## config.mk

```make
export PLATFORM = sky130hd
export DESIGN_NAME = multicycle_control_flat
export DESIGN_NICKNAME = d
export VERILOG_FILES = /design/src/rtl/multicycle_control_if.sv /design/src/rtl/multicycle_control.sv /design/src/flat_wrapper.sv
export SDC_FILE = /design/constraint.sdc
export NUM_CORES = 1
export LEC_CHECK = 0
export ABC_CLOCK_PERIOD_IN_PS = 2600
export CAP_MARGIN = 40
export CELL_PAD_IN_SITES_DETAIL_PLACEMENT = 0
export CELL_PAD_IN_SITES_GLOBAL_PLACEMENT = 1
export CORE_AREA = 2 2 83 85
export DETAILED_ROUTE_END_ITERATION = 10
export DIE_AREA = 0 0 85 87
export PLACE_DENSITY_LB_ADDON = 0.1
export REMOVE_ABC_BUFFERS = 1
export SKIP_LAST_GASP = 1
export SYNTH_ARGS = -nofsm -noshare
export SYNTH_HDL_FRONTEND = slang
export SYNTH_SLANG_ARGS = --single-unit
```

## constraint.sdc

```tcl
create_clock -name clk -period 2.6 [get_ports clk]
set_clock_uncertainty 0.1 [all_clocks]
set_input_delay 0.39 -clock clk [delete_from_list [all_inputs] [get_ports clk]]
set_output_delay 0.39 -clock clk [all_outputs]
set_load 0.01 [all_outputs]
```

## src/rtl/multicycle_control_if.sv

```systemverilog
// Control/datapath bundle for the multicycle CPU main controller.
// master = controller side, slave = datapath side.
interface multicycle_control_if #(
    parameter int unsigned CNT_W = 32
) ();
    logic [5:0]       opcode;
    logic             zero;
    logic             mem_ready;
    logic             pc_write;
    logic             iord;
    logic             mem_read;
    logic             mem_write;
    logic             ir_write;
    logic             reg_dst;
    logic             mem_to_reg;
    logic             reg_write;
    logic             alu_src_a;
    logic [1:0]       alu_src_b;
    logic [1:0]       alu_op;
    logic [1:0]       pc_source;
    logic [3:0]       state;
    logic             illegal_op;
    logic [CNT_W-1:0] instr_count;

    modport master (
        input  opcode, zero, mem_ready,
        output pc_write, iord, mem_read, mem_write, ir_write, reg_dst, mem_to_reg,
               reg_write, alu_src_a, alu_src_b, alu_op, pc_source, state, illegal_op,
               instr_count
    );

    modport slave (
        output opcode, zero, mem_ready,
        input  pc_write, iord, mem_read, mem_write, ir_write, reg_dst, mem_to_reg,
               reg_write, alu_src_a, alu_src_b, alu_op, pc_source, state, illegal_op,
               instr_count
    );
endinterface

```

## src/rtl/multicycle_control.sv

```systemverilog
// Main control FSM of the multicycle CPU: sequences fetch/decode/execute/memory/write-back,
// stalls on the memory ready handshake and counts retired instructions.
module multicycle_control #(
    parameter int unsigned CNT_W = 32
) (
    input logic                   clk,
    input logic                   rst,
    multicycle_control_if.master  ctrl_if
);
    localparam logic [5:0] OpRtype = 6'h00;
    localparam logic [5:0] OpLw    = 6'h23;
    localparam logic [5:0] OpSw    = 6'h2B;
    localparam logic [5:0] OpBeq   = 6'h04;
    localparam logic [5:0] OpJ     = 6'h02;
    localparam logic [5:0] OpAddi  = 6'h08;
    localparam logic [5:0] OpAluF6 = 6'h0C;

    typedef enum logic [3:0] {
        StFetch   = 4'd0,
        StDecode  = 4'd1,
        StMemAdr  = 4'd2,
        StMemRd   = 4'd3,
        StMemWb   = 4'd4,
        StMemWr   = 4'd5,
        StExec    = 4'd6,
        StRwb     = 4'd7,
        StBranch  = 4'd8,
        StJump    = 4'd9,
        StIExec   = 4'd10,
        StIwb     = 4'd11,
        StIllegal = 4'd12
    } state_e;

    state_e           state_q, state_d;
    logic [CNT_W-1:0] count_q, count_d;
    logic             retire;

    always_ff @(posedge clk) begin
        if (rst) begin
            state_q <= StFetch;
            count_q <= '0;
        end else begin
            state_q <= state_d;
            count_q <= count_d;
        end
    end

    always_comb begin
        state_d = StFetch;
        unique case (state_q)
            StFetch:   state_d = ctrl_if.mem_ready ? StDecode : StFetch;
            StDecode: begin
                case (ctrl_if.opcode)
                    OpRtype:         state_d = StExec;
                    OpLw, OpSw:      state_d = StMemAdr;
                    OpBeq:           state_d = StBranch;
                    OpJ:             state_d = StJump;
                    OpAddi, OpAluF6: state_d = StIExec;
                    default:         state_d = StIllegal;
                endcase
            end
            StMemAdr:  state_d = (ctrl_if.opcode == OpLw) ? StMemRd : StMemWr;
            StMemRd:   state_d = ctrl_if.mem_ready ? StMemWb : StMemRd;
            StMemWr:   state_d = ctrl_if.mem_ready ? StFetch : StMemWr;
            StExec:    state_d = StRwb;
            StIExec:   state_d = StIwb;
            default:   state_d = StFetch;
        endcase
    end

    // An instruction retires on leaving its final state; a stalled store has not finished.
    always_comb begin
        retire = 1'b0;
        case (state_q)
            StMemWb, StRwb, StBranch, StJump, StIwb: retire = 1'b1;
            StMemWr:                                 retire = ctrl_if.mem_ready;
            default:                                 retire = 1'b0;
        endcase
        count_d = retire ? count_q + 1'b1 : count_q;
    end

    always_comb begin
        ctrl_if.pc_write   = 1'b0;
        ctrl_if.iord       = 1'b0;
        ctrl_if.mem_read   = 1'b0;
        ctrl_if.mem_write  = 1'b0;
        ctrl_if.ir_write   = 1'b0;
        ctrl_if.reg_dst    = 1'b0;
        ctrl_if.mem_to_reg = 1'b0;
        ctrl_if.reg_write  = 1'b0;
        ctrl_if.alu_src_a  = 1'b0;
        ctrl_if.alu_src_b  = 2'b00;
        ctrl_if.alu_op     = 2'b00;
        ctrl_if.pc_source  = 2'b00;
        ctrl_if.illegal_op = 1'b0;
        // Reset masks every strobe so an abandoned instruction cannot write anything.
        if (!rst) begin
            case (state_q)
                StFetch: begin
                    ctrl_if.mem_read  = 1'b1;
                    ctrl_if.alu_src_b = 2'b01;
                    ctrl_if.alu_op    = 2'b10;
                    ctrl_if.ir_write  = ctrl_if.mem_ready;
                    ctrl_if.pc_write  = ctrl_if.mem_ready;
                end
                StDecode: begin
                    ctrl_if.alu_src_b = 2'b11;
                    ctrl_if.alu_op    = 2'b10;
                end
                StMemAdr: begin
                    ctrl_if.alu_src_a = 1'b1;
                    ctrl_if.alu_src_b = 2'b10;
                    ctrl_if.alu_op    = 2'b10;
                end
                StMemRd: begin
                    ctrl_if.mem_read = 1'b1;
                    ctrl_if.iord     = 1'b1;
                end
                StMemWb: begin
                    ctrl_if.reg_write  = 1'b1;
                    ctrl_if.mem_to_reg = 1'b1;
                end
                StMemWr: begin
                    ctrl_if.mem_write = 1'b1;
                    ctrl_if.iord      = 1'b1;
                end
                StExec: begin
                    ctrl_if.alu_src_a = 1'b1;
                end
                StRwb: begin
                    ctrl_if.reg_write = 1'b1;
                    ctrl_if.reg_dst   = 1'b1;
                end
                StBranch: begin
                    ctrl_if.alu_src_a = 1'b1;
                    ctrl_if.alu_op    = 2'b01;
                    ctrl_if.pc_source = 2'b01;
                    ctrl_if.pc_write  = ctrl_if.zero;
                end
                StJump: begin
                    ctrl_if.pc_source = 2'b10;
                    ctrl_if.pc_write  = 1'b1;
                end
                StIExec: begin
                    ctrl_if.alu_src_a = 1'b1;
                    ctrl_if.alu_src_b = 2'b10;
                    ctrl_if.alu_op    = (ctrl_if.opcode == OpAluF6) ? 2'b11 : 2'b10;
                end
                StIwb: begin
                    ctrl_if.reg_write = 1'b1;
                end
                StIllegal: begin
                    ctrl_if.illegal_op = 1'b1;
                end
                default: ;
            endcase
        end
    end

    assign ctrl_if.state       = rst ? 4'd0 : state_q;
    assign ctrl_if.instr_count = count_q;
endmodule
```

## src/flat_wrapper.sv

```systemverilog
// flat-port wrapper written by rule: the top's interface ports become plain ports
module multicycle_control_flat 
#(
    parameter int unsigned CNT_W = 32
)
  (clk, rst, ctrl_if_opcode, ctrl_if_zero, ctrl_if_mem_ready, ctrl_if_pc_write, ctrl_if_iord, ctrl_if_mem_read, ctrl_if_mem_write, ctrl_if_ir_write, ctrl_if_reg_dst, ctrl_if_mem_to_reg, ctrl_if_reg_write, ctrl_if_alu_src_a, ctrl_if_alu_src_b, ctrl_if_alu_op, ctrl_if_pc_source, ctrl_if_state, ctrl_if_illegal_op, ctrl_if_instr_count);
  multicycle_control_if #(.CNT_W(CNT_W)) ctrl_if_i ();
  input logic clk;
  input logic rst;
  input wire logic [$bits(ctrl_if_i.opcode)-1:0] ctrl_if_opcode;
  input wire logic [$bits(ctrl_if_i.zero)-1:0] ctrl_if_zero;
  input wire logic [$bits(ctrl_if_i.mem_ready)-1:0] ctrl_if_mem_ready;
  output wire logic [$bits(ctrl_if_i.pc_write)-1:0] ctrl_if_pc_write;
  output wire logic [$bits(ctrl_if_i.iord)-1:0] ctrl_if_iord;
  output wire logic [$bits(ctrl_if_i.mem_read)-1:0] ctrl_if_mem_read;
  output wire logic [$bits(ctrl_if_i.mem_write)-1:0] ctrl_if_mem_write;
  output wire logic [$bits(ctrl_if_i.ir_write)-1:0] ctrl_if_ir_write;
  output wire logic [$bits(ctrl_if_i.reg_dst)-1:0] ctrl_if_reg_dst;
  output wire logic [$bits(ctrl_if_i.mem_to_reg)-1:0] ctrl_if_mem_to_reg;
  output wire logic [$bits(ctrl_if_i.reg_write)-1:0] ctrl_if_reg_write;
  output wire logic [$bits(ctrl_if_i.alu_src_a)-1:0] ctrl_if_alu_src_a;
  output wire logic [$bits(ctrl_if_i.alu_src_b)-1:0] ctrl_if_alu_src_b;
  output wire logic [$bits(ctrl_if_i.alu_op)-1:0] ctrl_if_alu_op;
  output wire logic [$bits(ctrl_if_i.pc_source)-1:0] ctrl_if_pc_source;
  output wire logic [$bits(ctrl_if_i.state)-1:0] ctrl_if_state;
  output wire logic [$bits(ctrl_if_i.illegal_op)-1:0] ctrl_if_illegal_op;
  output wire logic [$bits(ctrl_if_i.instr_count)-1:0] ctrl_if_instr_count;
  assign ctrl_if_i.opcode = ctrl_if_opcode;
  assign ctrl_if_i.zero = ctrl_if_zero;
  assign ctrl_if_i.mem_ready = ctrl_if_mem_ready;
  assign ctrl_if_pc_write = ctrl_if_i.pc_write;
  assign ctrl_if_iord = ctrl_if_i.iord;
  assign ctrl_if_mem_read = ctrl_if_i.mem_read;
  assign ctrl_if_mem_write = ctrl_if_i.mem_write;
  assign ctrl_if_ir_write = ctrl_if_i.ir_write;
  assign ctrl_if_reg_dst = ctrl_if_i.reg_dst;
  assign ctrl_if_mem_to_reg = ctrl_if_i.mem_to_reg;
  assign ctrl_if_reg_write = ctrl_if_i.reg_write;
  assign ctrl_if_alu_src_a = ctrl_if_i.alu_src_a;
  assign ctrl_if_alu_src_b = ctrl_if_i.alu_src_b;
  assign ctrl_if_alu_op = ctrl_if_i.alu_op;
  assign ctrl_if_pc_source = ctrl_if_i.pc_source;
  assign ctrl_if_state = ctrl_if_i.state;
  assign ctrl_if_illegal_op = ctrl_if_i.illegal_op;
  assign ctrl_if_instr_count = ctrl_if_i.instr_count;
  multicycle_control #(.CNT_W(CNT_W)) u_core (.clk(clk), .rst(rst), .ctrl_if(ctrl_if_i));
endmodule
```

==> qor.log, run 1 <==
INFO  status         result_of_the_run=finished, final reports clean
INFO  timing         max_clock_freq=398.9MHz
INFO  power          vdd_drop_max=0.0002008V
INFO  finish         finish.net_count=365
INFO  clocking       clkSinkCount=36
INFO  synth          synthFlopType=dfxtp_1
INFO  synth          synth_largest_type_area_fraction=34.85%
INFO  floorplanning  io_pins=62
INFO  timing         layout_worst_path_cycle_share=96.43%
INFO  power          power.share.clock=34.9%
INFO  synth          netlist-cell-type-count=45
INFO  drt            detailed_route_via_count=2234
INFO  clocking       cts.htree.levels=2
INFO  critical_path  cp_cell_sequence=clkdlybuf4s50_1 -> or2_2 -> a211oi_1 -> clkdlybuf4s50_1
INFO  place          port_buffers=61
INFO  critical_path  worst_ep_arrival_time=2020ps
INFO  timing         measured_slew_at_the_worst_slew_check_pin=439.3ps
INFO  clocking       cts-root-to-sink-buffers=2
INFO  finish         fill_cells=656
INFO  synth          postSynth.asyncResetShare=0%
INFO  hold_path      hp-class=reg2reg
INFO  timing         setup_repair_after_global_routing_missed_its_margin=no
INFO  power          total_power=1134uW
INFO  global_route   vias_in_the_first_global_route=2050
INFO  floorplanning  die_w=85um
INFO  place          place.detailed.instances=427
INFO  place          globalplace.congestion=0.7945
INFO  critical_path  critical-path-top-delay-family=buffers and inverters
INFO  synth          synth_area_per_cell=7.660squm
INFO  floorplanning  fp.coreArea=6569squm
INFO  run            cap_viol_max_count=0
INFO  power          switching_share=26.69%
INFO  power          pwr_density_cell=373.4nW/um^2
INFO  clocking       cts.hold.buffers_added=0
INFO  critical_path  timing.critical_path.mode_cell=clkdlybuf4s50_1
INFO  finish         finished_core_util=46.25%
INFO  finish         area.sequential=720.7squm
INFO  finish         synthToLayoutAreaGrowth=46.88%
INFO  critical_path  critical_path_required=2110ps
INFO  timing         setup_viol_count_final=0
INFO  drt            via_per_inst=5.136
INFO  timing         finalWorstPathRequiredPeriod=2507ps
INFO  finish         finalInstanceArea=3038squm
INFO  critical_path  worst-path-buf-inv=2
INFO  synth          synthesis.yosys.warnings=0
INFO  drt            route.detailed.drc=0
INFO  drt            route.detailed.wl_per_inst=13.69um
INFO  timing         hold_viol=0
INFO  critical_path  worst_setup_path_end_kind=output pin
INFO  synth          synth-edff-count=0
INFO  synth          ys_seq_area_share=34.85%
INFO  global_route   largest_net_degree_at_the_start_of_global_routing=19
INFO  timing         final_max_slew_viol_count=0
INFO  finish         multi_input_comb_area=1277squm
INFO  drt            detail_route.wirelength=5954um
INFO  synth          synthMostInstantiatedCell=nor2_1
INFO  power          power.leakage=0.001016uW
INFO  synth          synth_commonest_cells=nor2_1, dfxtp_1, a21oi_1, nand2_1, o21ai_0
INFO  floorplanning  floorplan.die.height=87um
INFO  critical_path  cp_max_fo=5
INFO  finish         final_layout_size_suffix_gt1_share=12.11%
INFO  floorplanning  initial_core_util=31.49%
INFO  synth          yosys-top-cells-area=dfxtp_1, nor2_1, xnor2_1
INFO  synth          ys_seq_elements=36
INFO  global_route   grt_remaining_overflow=0
INFO  global_route   grt_antenna_before_repair=0
INFO  power          pwr-share-seq=49.7%
INFO  critical_path  crit_path_top_delay_cell=clkdlybuf4s50_1
INFO  critical_path  worst_setup_path_start_kind=input port
INFO  finish         antennaDiodeCount=0
INFO  synth          syn_std_cell_area=2068squm
INFO  clocking       clk_pin_slew_worst_paths=80ps
INFO  synth          post_synth_inst_count=270
INFO  power          power.internal=831.6uW
INFO  timing         worst_hold_slack=386.0ps
INFO  clocking       cts_root_buffer=clkbuf_8
INFO  floorplanning  placement_rows=30
INFO  clocking       worst_skew_pair.late_latency=290ps
INFO  synth          yosys.area.top_type=dfxtp_1
INFO  global_route   grt_first_pass_wirelength=9653um
INFO  place          placedInstanceArea=2940squm
INFO  clocking       clock_tree_from_tritoncts=yes
INFO  timing         maxSlewHeadroom=70.30%
INFO  power          pwr-share-comb=15.4%
INFO  drt            drt_pass1_iterations=4
INFO  critical_path  setup.reg_to_reg.worst_slack=250ps
INFO  place          hpwl_detailed=4445um
INFO  clocking       numCtsBuffers=5
INFO  drt            drt_iter0_drc=93
INFO  critical_path  timing_worst_setup_path_type=in2out
INFO  critical_path  timing.critical_path.slowest_cell_delay=590ps
INFO  drt            drt.antenna.violating_nets=0
INFO  power          netSwitchingPower=302.8uW
INFO  global_route   globalRouteTotalUtil=16.10%
INFO  floorplanning  design.die.area=7395squm
INFO  finish         layoutNonFillerInstCount=435
## cell families after synthesis
kind of cell / after synthesis / share of synthesized area [%]
fa+ha+maj: 1 / 0.6049
compound gates: 53 / 15.49
buf+inv: 20 / 3.811
mux: 1 / 0.4840
flops: 36 / 34.85
xor+xnor: 20 / 8.470
simple gates: 139 / 36.30
## stage by stage
| stage | setup slack, ps | setup TNS, ps |
|---|---|---|
| after CTS | 63.80 | 0 |
| final | 92.89 | 0 |
| after detailed placement | -113.2 | -606.8 |
| after floorplan | 89.85 | 0 |
| after global routing | 6.793 | 0 |
| after global placement | -73.95 | -442.5 |
## worst min-delay path, stage by stage (launching register included)
cell and delay (ps):
dfxtp_1 320, o21ai_0 70, a21oi_1 60
## power by group through the flow
stage                     Sequential, uW  Clock [uW]  Combinational, uW
final                                564         395                175
after global routing                 566         431                190
after CTS                            564         410                177
after detailed placement             577           0                175
after global placement               577           0                176
after floorplan                      583           0               66.3
## state kept, by name, summed over array words and instances, names as in the netlist
register and cells:
u_core.ctrl_if.instr_count 32, u_core.state_q 4
## layout by cell type (no fill, tap or decap), types with 10 or more instances in the layout
master	netlist	final
o21ai_0	15	15
nand3_1	10	10
clkdlybuf4s50_1	0	59
buf_4	0	28
or3_1	10	10
xnor2_1	14	14
nand4_1	12	12
nand2_1	15	15
a21oi_1	23	23
nor2_1	40	40
dfxtp_1	36	36
## layout make-up
type / count / area share, %
clock inverter: 3 / 0.6178
clock buffer: 5 / 2.265
timing repair buffer: 89 / 27.06
inverter: 8 / 0.9885
tap: 80 / 3.295
sequential: 36 / 23.72
multi-input combinational: 214 / 42.05
## worst paths after layout
path	depth (start not counted)	startpoint	endpoint
worst min register to register	2	u_core.ctrl_if.instr_count[31]$_SDFFE_PP0P_	u_core.ctrl_if.instr_count[31]$_SDFFE_PP0P_
worst max register to register	6	u_core.state_q[1]$_SDFF_PP0_	u_core.ctrl_if.instr_count[11]$_SDFFE_PP0P_
worst max-delay path	4	rst	ctrl_if_pc_write
worst min-delay path	2	u_core.ctrl_if.instr_count[31]$_SDFFE_PP0P_	u_core.ctrl_if.instr_count[31]$_SDFFE_PP0P_
## metal layers
metal / vias to the layer above / track usage [%] / share of wire, %
li1: 1161 / - / -
met1: 1021 / 20.74 / 47
met2: 48 / 26.07 / 46
met3: 4 / 5.308 / 5.3
met4: 0 / 4.040 / 0.82
met5: - / 0 / 0
## timing repair
action                                  4_1_cts  5_1_grt
setup buffers                                 0        0
endpoints found under the setup margin        1        2
pin swaps                                     0        0
resized for setup                             2        2
Note: power is estimated with default switching activity, not from simulation.
==> inputs of run 2 (changes only) <==
Settings changed: REMOVE_ABC_BUFFERS 1 to default.
==> run 2 against run 1 <==
  * Sequential share of layout area decreased by 0.32 points
  * Cell count increased by 0.69%
  * Combinational power about the same
  * Sequential power about the same
  * Total power increased by 8.7%
  * Cell area increased by 1.4%
  * Core utilization increased by 0.63 points
  * Worst setup slack improved by 48 ps
  * Routed wire length increased by 0.20%
==> qor.log, run 2 (synthesis gave the netlist of run 1 again) <==
INFO  status         result_of_the_run=finished, final reports clean
INFO  finish         max_reg_flops=32
INFO  drt            detailed_route_via_count=2254
INFO  timing         setup_viol_count_final=0
INFO  global_route   grt_first_pass_wirelength=9742um
INFO  global_route   vias_in_the_first_global_route=2057
INFO  clocking       cts.htree.levels=2
INFO  global_route   grt_remaining_overflow=0
INFO  place          hpwl_detailed=4545um
INFO  critical_path  worst_ep_arrival_time=1970ps
INFO  power          pwr_density_cell=400.6nW/um^2
INFO  drt            drt_pass1_iterations=4
INFO  timing         measured_slew_at_the_worst_slew_check_pin=501.4ps
INFO  critical_path  worst_setup_path_end_kind=output pin
INFO  finish         final_common_cell=clkdlybuf4s50_1
INFO  floorplanning  initial_core_util=31.49%
INFO  drt            drt_iter0_drc=76
INFO  clocking       cts_root_buffer=clkbuf_8
INFO  timing         final_max_slew_viol_count=0
INFO  clocking       post-cts-setup-buffer-count=0
INFO  critical_path  cp_max_fo=5
INFO  clocking       cts-root-to-sink-buffers=2
INFO  finish         final_layout_size_suffix_gt1_share=12.29%
INFO  drt            route.detailed.wl_per_inst=13.62um
INFO  finish         layoutNonFillerInstCount=438
INFO  synth          post_synthesis_net_count=281
INFO  global_route   largest_net_degree_at_the_start_of_global_routing=27
INFO  finish         antennaDiodeCount=0
INFO  timing         max_clock_freq=406.6MHz
INFO  hold_path      hp-class=reg2reg
INFO  power          total_power=1233uW
INFO  clocking       clock_tree_from_tritoncts=yes
INFO  timing         setup_repair_after_global_routing_missed_its_margin=no
INFO  critical_path  timing_worst_setup_path_type=in2out
INFO  finish         finalInstanceArea=3079squm
INFO  floorplanning  fp.coreArea=6569squm
INFO  place          globalplace.congestion=0.7505
INFO  floorplanning  placement_rows=30
INFO  drt            route.detailed.drc=0
INFO  drt            drt.antenna.violating_nets=0
INFO  power          vdd_drop_max=0.0002234V
INFO  floorplanning  design.die.area=7395squm
INFO  timing         layout_worst_path_cycle_share=94.59%
INFO  floorplanning  io_pins=62
INFO  timing         hold_viol=0
INFO  critical_path  critical_path_required=2110ps
INFO  drt            via_per_inst=5.146
INFO  clocking       post_cts_resize_count=1
INFO  place          place.detailed.instances=430
INFO  critical_path  worst_setup_path_start_kind=input port
INFO  clocking       numCtsBuffers=5
INFO  clocking       cts.hold.buffers_added=0
INFO  finish         finished_core_util=46.88%
INFO  finish         most-common-layout-cells=clkdlybuf4s50_1, nor2_1, dfxtp_1, buf_4, a21oi_1
INFO  run            cap_viol_max_count=0
INFO  finish         synthToLayoutAreaGrowth=48.88%
INFO  drt            detail_route.wirelength=5966um
INFO  global_route   globalRouteTotalUtil=16.22%
INFO  place          placedInstanceArea=2963squm
INFO  floorplanning  die_w=85um
INFO  timing         final.setup.tns=0ps
INFO  floorplanning  floorplan.die.height=87um
INFO  place          port_buffers=61
INFO  finish         finish.net_count=368
INFO  clocking       clk_pin_slew_worst_paths=80ps
INFO  clocking       clkSinkCount=36
INFO  timing         finalWorstPathRequiredPeriod=2459ps
INFO  global_route   grt_antenna_before_repair=0
INFO  finish         fill_cells=667
INFO  timing         maxSlewHeadroom=66.51%
INFO  clocking       worst_skew_pair.late_latency=290ps
INFO  power          power.leakage=0.001041uW
[run 2: worst max-delay path: stages]
cell and delay, ps:
clkdlybuf4s50_1 470, buf_4 180, nor4_1 330, clkdlybuf4s50_1 600
[run 2: power by group]
part	internal, uW	switching, uW
sequential	557	9.23
clock	285	209
combinational	88.9	84.2
total	931	303
[run 2: metrics by stage]
| step | worst slack [ps] | hold WS, ps |
|---|---|---|
| 4_1_cts | 43.22 | 398.5 |
| 5_1_grt | 33.11 | 438.0 |
| 3_5_place_dp | -39.27 | 385.6 |
| 3_3_place_gp | -47.62 | 374.8 |
| 2_1_floorplan | 399.2 | 402.3 |
| 6_report | 140.6 | 404.8 |
[run 2: area by class of cell]
cell class	instances	area [sq um]	share of cell area [%]
clock inverter	2	35.03	1.138
multi-input combinational	214	1275	41.41
timing repair buffer	92	845.8	27.47
inverter	8	30.03	0.9752
tap	80	100.1	3.251
clock buffer	6	72.57	2.357
sequential	36	720.7	23.41
[run 2: metal layers]
layer  track usage [%]  routed length, um  up-vias
li1                  -                  -     1162
met1             21.71               2864     1042
met2             26.99               2800       45
met3             3.128                254        5
met4             3.896                 47        0
met5                 0                  0        -
[run 2: path summary, 6_finish.rpt]
| path | depth (start not counted) | startpoint | endpoint | slack (ps) |
|---|---|---|---|---|
| worst max-delay path | 4 | rst | ctrl_if_mem_read | 140 |
| worst min-delay path | 2 | u_core.ctrl_if.instr_count[29]$_SDFFE_PP0P_ | u_core.ctrl_if.instr_count[29]$_SDFFE_PP0P_ | 400 |
| worst max register to register | 6 | u_core.state_q[3]$_SDFF_PP0_ | u_core.ctrl_if.instr_count[11]$_SDFFE_PP0P_ | 380 |
| worst min register to register | 2 | u_core.ctrl_if.instr_count[29]$_SDFFE_PP0P_ | u_core.ctrl_if.instr_count[29]$_SDFFE_PP0P_ | 400 |
==> inputs of run 3 (changes only) <==
Settings changed: PLACE_DENSITY from default to 0.84, PLACE_DENSITY_LB_ADDON 0.1 to default.
==> run 3 against run 2 <==
  * Sequential share of layout area rose by 0.59 points
  * Sequential cell count did not move
  * Largest power group unchanged
  * Clock power fell by 19%
  * Global-route usage fell by 0.31 points
  * Worst setup slack got worse by 120 ps
  * Maximum frequency fell by 4.7%
==> qor.log, run 3 (synthesis gave the netlist of run 1 again) <==
INFO  status         result_of_the_run=finished, final reports clean
INFO  global_route   grt_first_pass_wirelength=9680um
INFO  power          pwr-share-seq=49.7%
INFO  power          pwr-share-comb=15.0%
INFO  finish         area.sequential=721.9squm
INFO  clocking       clock_tree_from_tritoncts=yes
INFO  finish         multi_input_comb_area=1284squm
INFO  global_route   grt_antenna_before_repair=0
INFO  hold_path      hp-class=reg2reg
INFO  drt            detail_route.wirelength=5677um
INFO  power          netSwitchingPower=307.7uW
INFO  critical_path  critical_path_required=2110ps
INFO  drt            drt_iter0_drc=104
INFO  global_route   grt_remaining_overflow=0
INFO  timing         setup_viol_count_final=0
INFO  clocking       post_cts_resize_count=1
INFO  power          switching_share=27.06%
INFO  clocking       cts_root_buffer=clkbuf_8
INFO  clocking       worst_skew_pair.late_latency=290ps
INFO  timing         hold_viol=0
INFO  timing         layout_worst_path_cycle_share=99.21%
INFO  place          post-place-ws=-65.23ps
INFO  floorplanning  floorplan.die.height=87um
INFO  critical_path  worst_setup_path_end_kind=output pin
INFO  finish         max_reg_flops=32
INFO  clocking       post-cts-setup-buffer-count=0
INFO  synth          post_synthesis_net_count=281
INFO  timing         worst_hold_slack=400.5ps
INFO  global_route   vias_in_the_first_global_route=2077
INFO  place          hpwl_detailed=4230um
INFO  finish         finish.net_count=360
INFO  timing         max_clock_freq=387.7MHz
INFO  timing         final_max_slew_viol_count=0
INFO  drt            drt.antenna.violating_nets=0
INFO  critical_path  timing_worst_setup_path_type=in2out
INFO  critical_path  worst_setup_path_start_kind=input port
INFO  floorplanning  design.die.area=7395squm
INFO  drt            via_per_inst=5.198
INFO  power          power.share.clock=35.3%
INFO  clocking       cts.htree.levels=2
INFO  floorplanning  io_pins=62
INFO  clocking       clk_pin_slew_worst_paths=80ps
INFO  critical_path  worst_ep_arrival_time=2090ps
INFO  clocking       clkSinkCount=36
INFO  finish         final_common_cell=clkdlybuf4s50_1
INFO  clocking       numCtsBuffers=5
INFO  global_route   largest_net_degree_at_the_start_of_global_routing=24
INFO  drt            route.detailed.drc=0
INFO  finish         synthToLayoutAreaGrowth=45.49%
INFO  power          power.internal=829.4uW
INFO  floorplanning  fp.coreArea=6569squm
INFO  floorplanning  initial_core_util=31.49%
INFO  finish         most-common-layout-cells=clkdlybuf4s50_1, nor2_1, dfxtp_1, a21oi_1, buf_4
INFO  finish         antennaDiodeCount=0
INFO  timing         measured_slew_at_the_worst_slew_check_pin=464.9ps
INFO  timing         maxSlewHeadroom=68.95%
INFO  power          vdd_drop_max=0.0001994V
INFO  timing         setup_repair_after_global_routing_missed_its_margin=yes
INFO  finish         final_layout_size_suffix_gt1_share=10.86%
INFO  drt            detailed_route_via_count=2235
INFO  floorplanning  placement_rows=30
INFO  drt            route.detailed.wl_per_inst=13.20um
INFO  floorplanning  die_w=85um
INFO  drt            drt_pass1_iterations=4
INFO  global_route   globalRouteTotalUtil=15.91%
INFO  critical_path  cp_max_fo=2
INFO  timing         finalWorstPathRequiredPeriod=2579ps
INFO  place          globalplace.congestion=0.7792
INFO  timing         postLayoutSetupSlackWorst=20.51ps
INFO  place          placedInstanceArea=2903squm
INFO  finish         fill_cells=663
INFO  place          port_buffers=61
INFO  finish         finalInstanceArea=3009squm
INFO  run            cap_viol_max_count=0
INFO  clocking       cts.hold.buffers_added=0
INFO  clocking       cts-root-to-sink-buffers=2
INFO  power          power.leakage=0.0009897uW
INFO  power          pwr_density_cell=377.9nW/um^2
[run 3: worst max-delay path: stages]
cell             delay [ps]
clkdlybuf4s50_1         460
nor4_4                  310
nand3_1                 110
a211oi_1                240
clkdlybuf4s50_1         580
[run 3: routing by layer]
layer	track usage, %	vias up	share of wire (%)
met5	0	-	0
met4	5.628	0	1.3
met3	2.464	8	3.6
met2	25.92	53	47
met1	21.40	1035	48
li1	-	1139	-
[run 3: cell type report]
cell class                      instances  share of cell area (%)
Clock buffer                            5                   2.287
Clock inverter                          3                  0.6237
Inverter                                8                  0.9979
Multi-Input combinational cell        214                   42.66
Sequential cell                        36                   23.99
Tap cell                               80                   3.326
Timing Repair Buffer                   84                   26.11
[run 3: power by group through the flow]
stage | clock (uW) | sequential [uW] | combinational (uW)
4_1_cts | 412 | 565 | 170
6_report | 401 | 565 | 171
2_1_floorplan | 0 | 578 | 82.8
5_1_grt | 429 | 566 | 186
3_3_place_gp | 0 | 577 | 168
3_5_place_dp | 0 | 578 | 169
[run 3: worst paths after layout]
path | startpoint | end | slack (ps) | cells past startpoint
hold reg to reg | u_core.ctrl_if.instr_count[31]$_SDFFE_PP0P_ | u_core.ctrl_if.instr_count[31]$_SDFFE_PP0P_ | 400 | 2
setup reg to reg | u_core.state_q[2]$_SDFF_PP0_ | u_core.ctrl_if.instr_count[19]$_SDFFE_PP0P_ | 310 | 6
setup / recovery | ctrl_if_opcode[1] | ctrl_if_alu_op[0] | 20 | 5
hold / removal | u_core.ctrl_if.instr_count[31]$_SDFFE_PP0P_ | u_core.ctrl_if.instr_count[31]$_SDFFE_PP0P_ | 400 | 2
[run 3: through the flow]
stage,power [uW],TNS [ps],utilization (%),instances
after floorplan,660.7,0,-,270
after global placement,745.1,-46.28,44.19,422
after detailed placement,746.5,-74.03,44.19,422
after CTS,1147,0,45.62,430
after global routing,1182,-88.15,45.81,430
final,1137,0,45.81,430
